File: config.mk
export PLATFORM = sky130hd
export DESIGN_NAME = traffic_ctrl_n
export DESIGN_NICKNAME = d
export VERILOG_FILES = /design/src/rtl/traffic_ctrl_n.sv
export SDC_FILE = /design/constraint.sdc
export NUM_CORES = 1
export LEC_CHECK = 0
export CAP_MARGIN = 20
export CORE_UTILIZATION = 39
export DETAILED_ROUTE_END_ITERATION = 8
export MAX_ROUTING_LAYER = met4
export PLACE_DENSITY = 0.64
export SYNTH_ARGS = -nofsm -noshare
export SYNTH_HDL_FRONTEND = slang
export SYNTH_SLANG_ARGS = --single-unit
File: constraint.sdc
create_clock -name clk -period 1.7 [get_ports clk]
set_input_delay 0.34 -clock clk [delete_from_list [all_inputs] [get_ports clk]]
set_output_delay 0.34 -clock clk [all_outputs]
set_load 0.1 [all_outputs]
File: src/rtl/traffic_ctrl_n.sv
// N-way round-robin traffic light controller with counter-timed GREEN/YELLOW/ALLRED phases.
// Optional pedestrian WALK phase compiled in with `define TRAFFIC_PED_EN.
module traffic_ctrl_n #(
    parameter int N_WAYS    = 2,
    parameter int CNT_W     = 8,
    parameter int GREEN_MIN = 5,
    parameter int GREEN_MAX = 20,
    parameter int YELLOW_T  = 3,
    parameter int ALLRED_T  = 1,
    parameter int WALK_T    = 6,
    localparam int AW       = (N_WAYS > 1) ? $clog2(N_WAYS) : 1
) (
    input  logic                clk,
    input  logic                reset,
    input  logic [N_WAYS-1:0]   sensor,
`ifdef TRAFFIC_PED_EN
    input  logic                ped_req,
    output logic                walk,
`endif
    output logic [2*N_WAYS-1:0] lights,
    output logic [AW-1:0]       active_way,
    output logic [1:0]          phase
);

    // State encoding doubles as the phase output, so phase is the FSM state itself.
    localparam logic [1:0] ST_GREEN  = 2'b00;
    localparam logic [1:0] ST_YELLOW = 2'b01;
    localparam logic [1:0] ST_ALLRED = 2'b10;
`ifdef TRAFFIC_PED_EN
    localparam logic [1:0] ST_WALK   = 2'b11;
    localparam logic [CNT_W-1:0] WALK_END = CNT_W'(WALK_T - 1);
`endif

    localparam logic [CNT_W-1:0] CNT_MAX  = '1;
    localparam logic [CNT_W-1:0] GMIN_END = CNT_W'(GREEN_MIN - 1);
    localparam logic [CNT_W-1:0] GMAX_END = CNT_W'(GREEN_MAX - 1);
    localparam logic [CNT_W-1:0] YEL_END  = CNT_W'(YELLOW_T - 1);
    localparam logic [CNT_W-1:0] ARED_END = CNT_W'(ALLRED_T - 1);
    localparam logic [AW-1:0]    LAST_WAY = AW'(N_WAYS - 1);

    logic [1:0]       state_q, state_d;
    logic [CNT_W-1:0] cnt_q, cnt_d;
    logic [AW-1:0]    way_q, way_d;

    logic [AW-1:0]     next_way;
    logic [AW-1:0]     scan;
    logic              found;
    logic [N_WAYS-1:0] cur_mask;
    logic              other_dem;
    logic              green_exit;

`ifdef TRAFFIC_PED_EN
    logic ped_pend_q, ped_pend_d;
`else
    logic walk_t_unused;
    assign walk_t_unused = (WALK_T != 0);
`endif

    // Round-robin search: first requesting way after the current one, else simply the next one.
    always_comb begin
        scan     = way_q;
        found    = 1'b0;
        next_way = (way_q == LAST_WAY) ? '0 : way_q + 1'b1;
        for (int i = 0; i < N_WAYS; i++) begin
            scan = (scan == LAST_WAY) ? '0 : scan + 1'b1;
            if (!found && sensor[scan]) begin
                found    = 1'b1;
                next_way = scan;
            end
        end
    end

    always_comb begin
        cur_mask  = N_WAYS'(1) << way_q;
        other_dem = |(sensor & ~cur_mask);
`ifdef TRAFFIC_PED_EN
        other_dem = other_dem | ped_pend_q;
`endif
        green_exit = (cnt_q >= GMIN_END) && other_dem
                     && (!sensor[way_q] || (cnt_q >= GMAX_END));
    end

    always_comb begin
        state_d = state_q;
        way_d   = way_q;
        case (state_q)
            ST_GREEN: begin
                if (green_exit) state_d = ST_YELLOW;
            end
            ST_YELLOW: begin
                if (cnt_q == YEL_END) state_d = ST_ALLRED;
            end
            ST_ALLRED: begin
                if (cnt_q == ARED_END) begin
`ifdef TRAFFIC_PED_EN
                    if (ped_pend_q) begin
                        state_d = ST_WALK;
                    end else begin
                        state_d = ST_GREEN;
                        way_d   = next_way;
                    end
`else
                    state_d = ST_GREEN;
                    way_d   = next_way;
`endif
                end
            end
`ifdef TRAFFIC_PED_EN
            ST_WALK: begin
                if (cnt_q == WALK_END) begin
                    state_d = ST_GREEN;
                    way_d   = next_way;
                end
            end
`endif
            default: state_d = ST_ALLRED;
        endcase
    end

    // Every state entry is a state change, so a change restarts the phase counter.
    always_comb begin
        if (state_d != state_q) begin
            cnt_d = '0;
        end else if (cnt_q == CNT_MAX) begin
            cnt_d = cnt_q;
        end else begin
            cnt_d = cnt_q + 1'b1;
        end
    end

`ifdef TRAFFIC_PED_EN
    always_comb begin
        if (state_d == ST_WALK && state_q != ST_WALK) begin
            ped_pend_d = 1'b0;
        end else begin
            ped_pend_d = ped_pend_q | ped_req;
        end
    end
`endif

    always_ff @(posedge clk) begin
        if (reset) begin
            state_q <= ST_ALLRED;
            cnt_q   <= '0;
            way_q   <= LAST_WAY;
        end else begin
            state_q <= state_d;
            cnt_q   <= cnt_d;
            way_q   <= way_d;
        end
    end

`ifdef TRAFFIC_PED_EN
    always_ff @(posedge clk) begin
        if (reset) begin
            ped_pend_q <= 1'b0;
        end else begin
            ped_pend_q <= ped_pend_d;
        end
    end

    assign walk = (state_q == ST_WALK);
`endif

    // Only the served way can be non-red, and only in GREEN or YELLOW.
    always_comb begin
        for (int k = 0; k < N_WAYS; k++) begin
            lights[2*k +: 2] = 2'b10;
            if (way_q == AW'(k)) begin
                if (state_q == ST_GREEN) begin
                    lights[2*k +: 2] = 2'b00;
                end else if (state_q == ST_YELLOW) begin
                    lights[2*k +: 2] = 2'b01;
                end
            end
        end
    end

    assign phase      = state_q;
    assign active_way = way_q;

endmodule
# Yosys cells after proc, flatten, opt, wreduce, memory -nomap -nowiden
# Cells that the tools add are included.
# totals
regBits	11
latchBits	0
ramBits	0
mem_bits_ro	0
in_bits	4
out_inout_bits	7
elab_cells	48
mem_count	0
# classes
addsub	3
mul	0
div	0
magnitude_cmp	5
eq_ne	5
shift	1
muxes	18
n_bitwise	2
reduce_logical	11
# ops
cell	count
$mux W2	7
$mux W1	10
$add A8 B1 Y8 const B	1
$eq A8 B2 Y1 const B	1
$eq A8 B8 Y1 const B	1
$ge A8 B3 Y1 const B	1
$ge A8 B5 Y1 const B	1
$logic_not A8 Y1	1
$lt A1 B2 Y1 const B	3
$pmux W2 S3	1
$reduce_or A2 Y1	2
$logic_and A1 B1 Y1	3
$add A1 B1 Y1 const B	2
$and A2 B2 Y2	1
$eq A2 B1 Y1 const B	1
$eq A2 B2 Y1 const B	1
$logic_not A1 Y1	2
$logic_not A2 Y1	1
$ne A2 B2 Y1	1
$not A2 Y2	1
$reduce_and A2 Y1	1
$shl A1 B1 Y2 const A	1
$logic_or A1 B1 Y1	1

# Longest topological paths before layout
# Gate-level depths: netlist of run 1.
# depth
word_depth	10
ltp_mapped	5
mapped_depth_nobuf	5

# Least setup slack after synthesis of run 1
# Ideal clock, no wire load.
# synth_timing
path_type	register to output
from	register way_q, in the netlist active_way
to	output lights[2]
t_arrival_ns	3.481
required_ns	1.360
path_slack_ns	-2.121
stages_incl_launch_ff	3
path_buffers	1
cell_sequence	dfxtp_1 buf_2 nor3b_1
# synth_via
elab_chain_cells	1
# synth_rtl
item	line_no	source
start: declaration	43	logic [AW-1:0] way_q, way_d;
start signal: assignment	149	way_q <= way_d;
$mux W2	169	if (way_q == AW'(k)) begin
end: declaration	20	output logic [2*N_WAYS-1:0] lights,
# No other way between the ends.

# Worst setup path after layout of run 1
# layout_timing
from	register cnt_q[7]
to	register state_q[0], in the netlist phase[0]
# layout_via
elab_chain_cells	5
elab_cells_between_ends	11
cone_classes	order compare: 2; eq/ne: 1; mux: 4; reduce/logical: 4
# layout_rtl
item	line_no	source
start: declaration	42	logic [CNT_W-1:0] cnt_q, cnt_d;
start signal: assignment	148	cnt_q <= cnt_d;
$ge A8 B3 Y1 / $ge A8 B5 Y1 (equally long branches)	79, 80	
$logic_and A1 B1 Y1 / $logic_or A1 B1 Y1 (equally long branches)	79, 80	
$logic_and A1 B1 Y1	80	&& (!sensor[way_q] || (cnt_q >= GMAX_END));
$mux W2	88	if (green_exit) state_d = ST_YELLOW;
$pmux W2 S3 *	86	case (state_q)
end signal: assignment	147	state_q <= state_d;
end: declaration	41	logic [1:0] state_q, state_d;
# Every way passes the cells marked *; elsewhere a longest branch is shown, timed or not.
# A chain may end at the register's enable or synchronous reset.

==> impl_metrics.json, run 1 <==
{
  "slew_headroom_pct": 78.53,
  "slowest_stage": "dfxtp_1",
  "cts_tree": "built",
  "status": "finished, final reports clean",
  "ys_seq_elements": 11,
  "clkLatencyLatePin_ps": 280,
  "netlist.top_cell.by_area": "dfxtp_1",
  "final_cell_area_um2": 983.4,
  "firstDrtPassIters": 6,
  "root_buffer": "clkbuf_4",
  "track_usage_pct": 18.00,
  "slew_viol_final": 0,
  "skew_ps": 5.131,
  "fin_tns_setup_ps": 0,
  "end_kind": "flip-flop",
  "nets": 105,
  "fin_crit_ps": 1596,
  "synthMostInstantiatedCell": "dfxtp_1",
  "wl_per_cell_um": 12.73,
  "peakVddDrop_mv": 0.5356,
  "drt_iter0_drc": 13,
  "synth_top_area_share_pct": 31.94,
  "via_per_inst": 5.761,
  "die-area_um2": 1940,
  "portBuffers": 10,
  "synthSimpleGateAreaFrac_pct": 27.77,
  "crit_start": "cnt_q[7]",
  "crit_chain": "nor3_4, buf_4, a2111o_1, a31oi_4, o21a_1",
  "drc": 0,
  "dp.cells": 107,
  "fp.dieH_um": 44.05,
  "clock_sinks": 11,
  "ctsHoldBuffers": 0,
  "yosysUniqueCellTypes": 33,
  "cts_buffers": 3,
  "drive_gt1_share_pct": 31.96,
  "grt_pass1_vias": 565,
  "synth_area_um2": 689.4,
  "clk_path_buf_depth": 2,
  "synth_area_per_cell_um2": 8.839,
  "finalCritPeriodShare_pct": 93.89,
  "cp_max_fo": 9,
  "wirelength_um": 1438,
  "path_clk_slew_ps": 80,
  "critPathLaunchType": "flip-flop",
  "arrival_ps": 1820,
  "antenna_found_initial": 0,
  "critPathMaxStageDelay_ps": 440,
  "antennaDiodeCount": 0,
  "grt_max_degree": 11,
  "p_leak_nw": 0.3696,
  "core_um2": 1577,
  "rsz0062_at_grt": "false",
  "num_rows": 14,
  "synth-async-reset-ratio_pct": 0,
  "max_clock_freq_mhz": 626.5,
  "synthCells": 78,
  "dpl-instance-area_um2": 937.1,
  "synth_mux_area_share_pct": 4.356,
  "dp_hpwl_um": 1095,
  "synth_fa_ha_area_share_pct": 5.445,
  "setup_viol": 0,
  "seq_area_frac_synth_pct": 31.94,
  "synth_area_leaders": "dfxtp_1 (32%), nor3_1 (5.8%), ha_1 (5.4%)",
  "worstSetupPathType": "reg2reg",
  "die_x_um": 44.05,
  "required_ps": 1920,
  "powerDensity_nw_per_um2": 755.3,
  "area_growth_pct": 42.65,
  "final_cells": 113,
  "yosysWarnings": 0,
  "syn-num-nets": 85,
  "htree_num_levels": 1,
  "hold_path.class": "reg2reg",
  "whs_ps": 568.7,
  "worst_pin_slew_ps": 314.0,
  "synth_flop_cell": "dfxtp_1",
  "ys_top_cells_by_count": "dfxtp_1 (11), nor3_1 (8), inv_1 (6)",
  "place.gp.congestion": 0.8408,
  "r2r_start": "cnt_q[7]",
  "via_count": 651,
  "synth_edf_count": 0,
  "boundaryPins": 11,
  "synthXorXnorAreaFrac_pct": 1.270,
  "grt_pass1_wl_um": 2484,
  "cap_violations": 0,
  "synth-compound-area-share_pct": 22.50,
  "ant_nets": 0,
  "initial_utilization_pct": 43.73,
  "min-delay-start": "cnt_q[0]",
  "synth_top_family_by_area": "simple AND/OR/NAND/NOR gates",
  "finalHoldViolations": 0,
  "gr-total-overflow": 0
}
-- repair_timing --
action | in CTS | in global routing
resized for setup | 0 | 1
endpoints found under the setup margin | 0 | 2
buffers inserted | 0 | 2
-- layout by cell type, fill, tap and decap left out, types with 2 or more instances in the layout --
master and n:
a21oi_1 3, a31oi_1 4, buf_12 7, buf_4 8
clkbuf_4 3, clkdlybuf4s50_1 3, dfxtp_1 8, dfxtp_4 3
ha_1 3, inv_1 5, mux2i_1 3, nand3_1 5
nor2_1 3, nor3_1 7, nor3_4 3, nor4_1 2
o211ai_1 2, o21a_1 2, o21ai_0 4
-- registers in the layout, indices dropped and copies added (netlist names) --
register	count
cnt_q	8
phase	2
active_way	1
-- critical path: cells and delay by family (launching register included) --
kind            cells  cell delay, ps
compound gates      3             860
buf+inv             1             150
flops               1             440
simple gates        1              90
-- routing by layer --
metal / track usage, % / vias to the layer above / wire length, um
met4: 9.091 / 0 / 21
met5: - / - / 0
li1: - / 336 / -
met3: 3.673 / 4 / 61
met1: 23.39 / 290 / 693
met2: 26.47 / 21 / 662
-- cell families (layout without fill, tap and decap cells) --
| family | after synthesis | after routing |
|---|---|---|
| buffers and inverters | 9 | 28 |
| multiplexers | 3 | 3 |
| flip-flops | 11 | 11 |
| XOR/XNOR | 1 | 1 |
| AND/OR/NAND/NOR | 30 | 30 |
| AO/OA/AOI/OAI | 21 | 21 |
| adder cells (fa/ha/maj) | 3 | 3 |
-- final cells by class --
| class | instances | area, um2 |
|---|---|---|
| inverters | 6 | 22.52 |
| clock buffers | 4 | 26.28 |
| repair buffers | 18 | 230.2 |
| fillers | 127 | 593.1 |
| flip-flops and latches | 11 | 231.5 |
| well taps | 16 | 20.02 |
| multi-input cells | 58 | 452.9 |
-- per-stage QoR --
step | worst slack (ps) | util [%] | power, mW
floorplan | -194.2 | - | 0.4792
global placement | -122.0 | 59.44 | 0.5561
detailed placement | -147.8 | 59.44 | 0.5588
CTS | 59.77 | 61.11 | 0.7451
global route | 9.977 | 62.38 | 0.7780
finish | 103.9 | 62.38 | 0.7428
-- path summary, 6_finish.rpt --
kind / endpoint / slack, ps / cells past startpoint
hold / removal: cnt_q[3] / 570 / 2
setup / recovery: phase[0] / 100 / 5
hold reg to reg: cnt_q[3] / 570 / 2
setup reg to reg: phase[0] / 100 / 5
-- where the power goes --
| group | internal [mW] | switching, mW |
|---|---|---|
| Sequential | 0.272 | 0.0326 |
| Combinational | 0.101 | 0.148 |
| Clock | 0.0910 | 0.0984 |
Power figures use the tool's default switching activity.
==> run 2: changes to the inputs <==
PLACE_DENSITY = 0.58   (was 0.64)
==> impl_metrics.json, run 2 (synthesized netlist as in run 1, its figures left out) <==
{
  "status": "finished, final reports clean",
  "root_buffer": "clkbuf_4",
  "rsz0062_at_grt": "false",
  "critPathLaunchType": "primary input",
  "p_leak_nw": 0.3654,
  "hold_path.class": "reg2reg",
  "fin_total_pwr_mw": 0.7240,
  "powerDensity_nw_per_um2": 741.8,
  "drive_gt1_share_pct": 31.25,
  "gr-total-overflow": 0,
  "num_rows": 14,
  "cp-endpoint": "phase[0]",
  "multi_input_area_um2": 452.9,
  "worst_pin_slew_ps": 303.1,
  "grt_pass1_wl_um": 2497,
  "post_cts_buffers": 0,
  "clkLatencyLatePin_ps": 260,
  "ant_nets": 0,
  "antenna_found_initial": 0,
  "dpl-instance-area_um2": 944.7,
  "dp_hpwl_um": 1065,
  "worstSetupPathType": "in2reg",
  "fin_crit_ps": 1573,
  "finalHoldViolations": 0,
  "via_per_inst": 5.652,
  "max_clock_freq_mhz": 635.9,
  "cp_max_fo": 9,
  "cap_violations": 0,
  "die_x_um": 44.05,
  "firstDrtPassIters": 6,
  "cts_buffers": 3,
  "n_fill_cell": 130,
  "antennaDiodeCount": 0,
  "fp.dieH_um": 44.05,
  "area_growth_pct": 41.56,
  "pwr-share-comb_pct": 34.3,
  "boundaryPins": 11,
  "drc": 0,
  "initial_utilization_pct": 43.73,
  "track_usage_pct": 17.92,
  "drt_iter0_drc": 13,
  "ctsHoldBuffers": 0,
  "wl_per_cell_um": 12.10,
  "switching_share_pct": 35.96,
  "layout_commonest_cell": "dfxtp_1",
  "rr_worst_depth": 4,
  "p_sw_mw": 0.2604,
  "portBuffers": 10,
  "largest_register_ff_count": 8,
  "grt_pass1_vias": 561,
  "layout_common_cells": "dfxtp_1 (8), nor3_1 (7), buf_12 (7), buf_4 (7)",
  "arrival_ps": 1770,
  "setup_viol": 0,
  "peakVddDrop_mv": 0.5792,
  "required_ps": 1900,
  "internal-power_mw": 0.4636,
  "r2r_end": "active_way",
  "top_register": "cnt_q",
  "cts_resized": 0,
  "rrSetupSlack_ps": 130,
  "finalCritPeriodShare_pct": 92.51,
  "skew_ps": 3.235,
  "core_um2": 1577,
  "path_clk_slew_ps": 60,
  "crit_start": "sensor[0]",
  "wirelength_um": 1355,
  "clkPwrFrac_pct": 23.5,
  "nets": 104,
  "htree_num_levels": 1,
  "p_seq_share_pct": 42.2,
  "clock_sinks": 11,
  "via_count": 633,
  "clk_path_buf_depth": 2,
  "die-area_um2": 1940,
  "final_cell_area_um2": 975.9,
  "slew_headroom_pct": 79.27,
  "r2r_start": "cnt_q[3]",
  "grt_max_degree": 11,
  "end_kind": "flip-flop",
  "place.gp.congestion": 0.8929,
  "slew_viol_final": 0,
  "seqCellArea_um2": 231.5,
  "cts_tree": "built"
}
run 2: cell type report:
type	instances	share of cell area [%]
clock buffers	4	2.692
inverters	6	2.308
repair buffers	17	22.82
well taps	16	2.051
flip-flops and latches	11	23.72
multi-input cells	58	46.41
run 2: metal layers:
layer	up-vias	track usage [%]	wire (um)	part of all wire [%]
li1	332	-	-	-
met5	-	-	0	0
met2	9	25.00	622	46
met1	290	23.60	678	50
met4	0	5.455	10	0.74
met3	2	7.347	44	3.2
run 2: power groups by stage:
stage,logic [mW],clock network [mW],registers [mW]
floorplan,0.143,0,0.336
global placement,0.245,0,0.311
detailed placement,0.248,0,0.312
CTS,0.249,0.178,0.306
global route,0.264,0.200,0.311
finish,0.248,0.170,0.306
run 2: worst min path at each step:
stage | from | endpoint | slack (ps) | cells past startpoint
finish | cnt_q[0] | cnt_q[3] | 590 | 2
global route | phase[0] | phase[0] | 630 | 2
CTS | cnt_q[0] | cnt_q[3] | 580 | 2
detailed placement | cnt_q[0] | cnt_q[3] | 570 | 2
global placement | cnt_q[0] | cnt_q[3] | 550 | 2
floorplan | reset | active_way | 440 | 1
run 2: critical path, stage by stage:
cell and delay, ps:
clkdlybuf4s50_1 470, mux2i_1 70, a2111o_1 420, a31oi_4 290
o21a_1 170
run 2: stage by stage:
step                      hold WS, ps  TNS, ps  instances  worst slack, ps  util (%)
after CTS                       583.6        0        112            58.48     61.59
after global placement          553.1    -1150        108           -141.5     59.92
after floorplan                 442.9   -306.2         78           -194.2         -
after detailed placement        569.8    -1237        108           -152.2     59.92
after global routing            626.8        0        112            11.24     61.90
final                           591.7        0        112            127.3     61.90
==> run 3: changes to the inputs <==
CTS_CLUSTER_DIAMETER = 150   (was default)
==> results of run 3 <==
No change in the layout: final DEF, timing and power equal those of run 2.
==> RTL edit, RTL diff (config.mk and constraints of run 3) <==
Add a define of `TRAFFIC_PED_EN`.
--- a/src/rtl/traffic_ctrl_n.sv
+++ b/src/rtl/traffic_ctrl_n.sv
@@ -1,4 +1,6 @@
 // N-way round-robin traffic light controller with counter-timed GREEN/YELLOW/ALLRED phases.
 // Optional pedestrian WALK phase compiled in with `define TRAFFIC_PED_EN.
+`define TRAFFIC_PED_EN
+
 module traffic_ctrl_n #(
     parameter int N_WAYS    = 2,
Interface: changed (added ped_req and walk); port bits go from 11 to 13. No check against the original RTL was run, so the function may have changed too.
==> RTL edit against run 3 <==
Worst setup slack got worse by 0.039 ns; sequential share of layout area fell by 3.2 points; synthesized cell count is 24% higher; via count rose by 31%; maximum frequency is 2.4% lower; wire length grew 39%; count of clock-buffer cells in the layout unchanged; sequential cell count up 1; final area up 27%; cell count increased by 30%; synthesized area up 24%.
Power is not compared: it rests on default switching activity, and its combinational part moved more than twofold at a synthesized area within 25%.
==> RTL edit: results (changes against run 3) <==
mux share of post-synthesis cell area=4.85% (was 4.36%); R2R depth=7 (was 4); fin crit share=94.8% (was 92.5%); n_diodes=0 (unchanged); Clock Skews=0.00664 ns (was 0.00323 ns); outcome=completed (unchanged); worst-path maximum fanout=8 (was 9); layout cell share with drive strength beyond 1=40.3% (was 31.3%); XOR/XNOR Fraction of Synth Area=1.03% (was 1.27%); Worst Setup SP=cnt_q[1] (was sensor[0]); Placement Setup Slack=-0.166 ns (was -0.152 ns); Synth async-reset ratio=0% (unchanged); hold_sp=ped_pend_q (was cnt_q[0]); Design Power=around 2000 uW; top cells by count, synth=12 x dfxtp_1, 7 x nor2_1, 7 x nor3_1, 5 x nand2_1 (was 11 x dfxtp_1, 8 x nor3_1, 6 x inv_1, 5 x nand3_1); top_reg_cell synth=dfxtp_1 (unchanged); clock buffer depth=2 (unchanged); r2r endpoint=cnt_q[5] (was active_way); vias per cell=5.67 (was 5.65); grt met3 use=2.52% (was 7.35%); complex-gate fraction of the synthesized area=22.9% (was 22.5%); WL per Instance=12.9 um (was 12.1 um); met1 usage=21.2% (was 23.6%); Placed Cells=142 (was 108); Clk pin slew, worst setup/hold paths=0.09 ns (was 0.06 ns); post-route insts no fill=146 (was 112); Post-Place Cell Area=1180 um2 (was 945 um2); port bufs=12 (was 10); largest net degree at the start of global routing=13 (was 11); Mapped Nets=106 (was 85); fill cell count=173 (was 130); WL met2=913 um (was 622 um); Syn Area/Cell=8.78 um2 (was 8.84 um2); max reg flops=8 (unchanged); wl on met1=864 um (was 678 um); DR DRC count=0 (unchanged); DP HPWL=1450 um (was 1060 um); combinational power share=66.1%; Routability Congestion=0.839 (was 0.893); final layout net count=129 (was 104); slew of the pin with the lowest slew margin=0.346 ns (was 0.303 ns); adder-cell share of the synthesized area=5.87% (was 5.44%); first-pass GRT wire length=3330 um (was 2500 um); synth top area cells=dfxtp_1 28%, ha_1 5.9%, nor3_1 4.1%, mux2i_1 3.5%, o41ai_4 3.2% (was dfxtp_1 32%, nor3_1 5.8%, ha_1 5.4%, nor3_4 4.7%, mux2i_1 4.4%); global-route met2 utilization=31.0% (was 25.0%); GRT Util Overall=18.0% (was 17.9%); Iter 0 DRT Violations=25 (was 13); initial antenna violation count=0 (unchanged); crit path DAT=1.80 ns (was 1.77 ns); P_leak=about 0.00050 uW; Num CTS Buffers=3 (unchanged); vias in the first global route=787 (was 561); met3 routed WL=82 um (was 44 um); number of distinct library cells after synthesis=44 (was 33); flop2flop setup slack=0.09 ns (was 0.13 ns); Pre-antenna DRT Iters=4 (was 6); internal power=between 1000 and 1500 uW; Seq/Total Area, Yosys=28.2% (was 31.9%)
==> RTL edit: what timing repair did <==
item / CTS / global route
setup buffers: 0 / 0
endpoints found under the setup margin: 3 / 9
pin swaps: 1 / 0
gates resized for setup: 3 / 7
==> RTL edit: worst min-delay path by stage <==
stage / endpoint / slack (ns) / cells past startpoint
after floorplan: ped_pend_q / 0.41 / 1
after global placement: ped_pend_q / 0.55 / 1
after detailed placement: ped_pend_q / 0.57 / 1
after CTS: ped_pend_q / 0.58 / 1
after global routing: phase[1] / 0.64 / 1
final: ped_pend_q / 0.61 / 2
==> RTL edit: critical path, cell delays in order, from the launching register on <==
cell     delay (ns)
dfxtp_1        0.33
buf_4          0.14
ha_2           0.21
o31ai_2        0.19
and3_4         0.23
o41ai_4        0.06
buf_4          0.17
nor3_1         0.19
==> RTL edit: layout make-up <==
cell class	count	area share, %
Multi-Input combinational cell	75	50.1
Timing Repair Buffer	24	23.4
Sequential cell	12	20.5
Tap cell	27	2.72
Clock buffer	4	2.12
Inverter	4	1.21
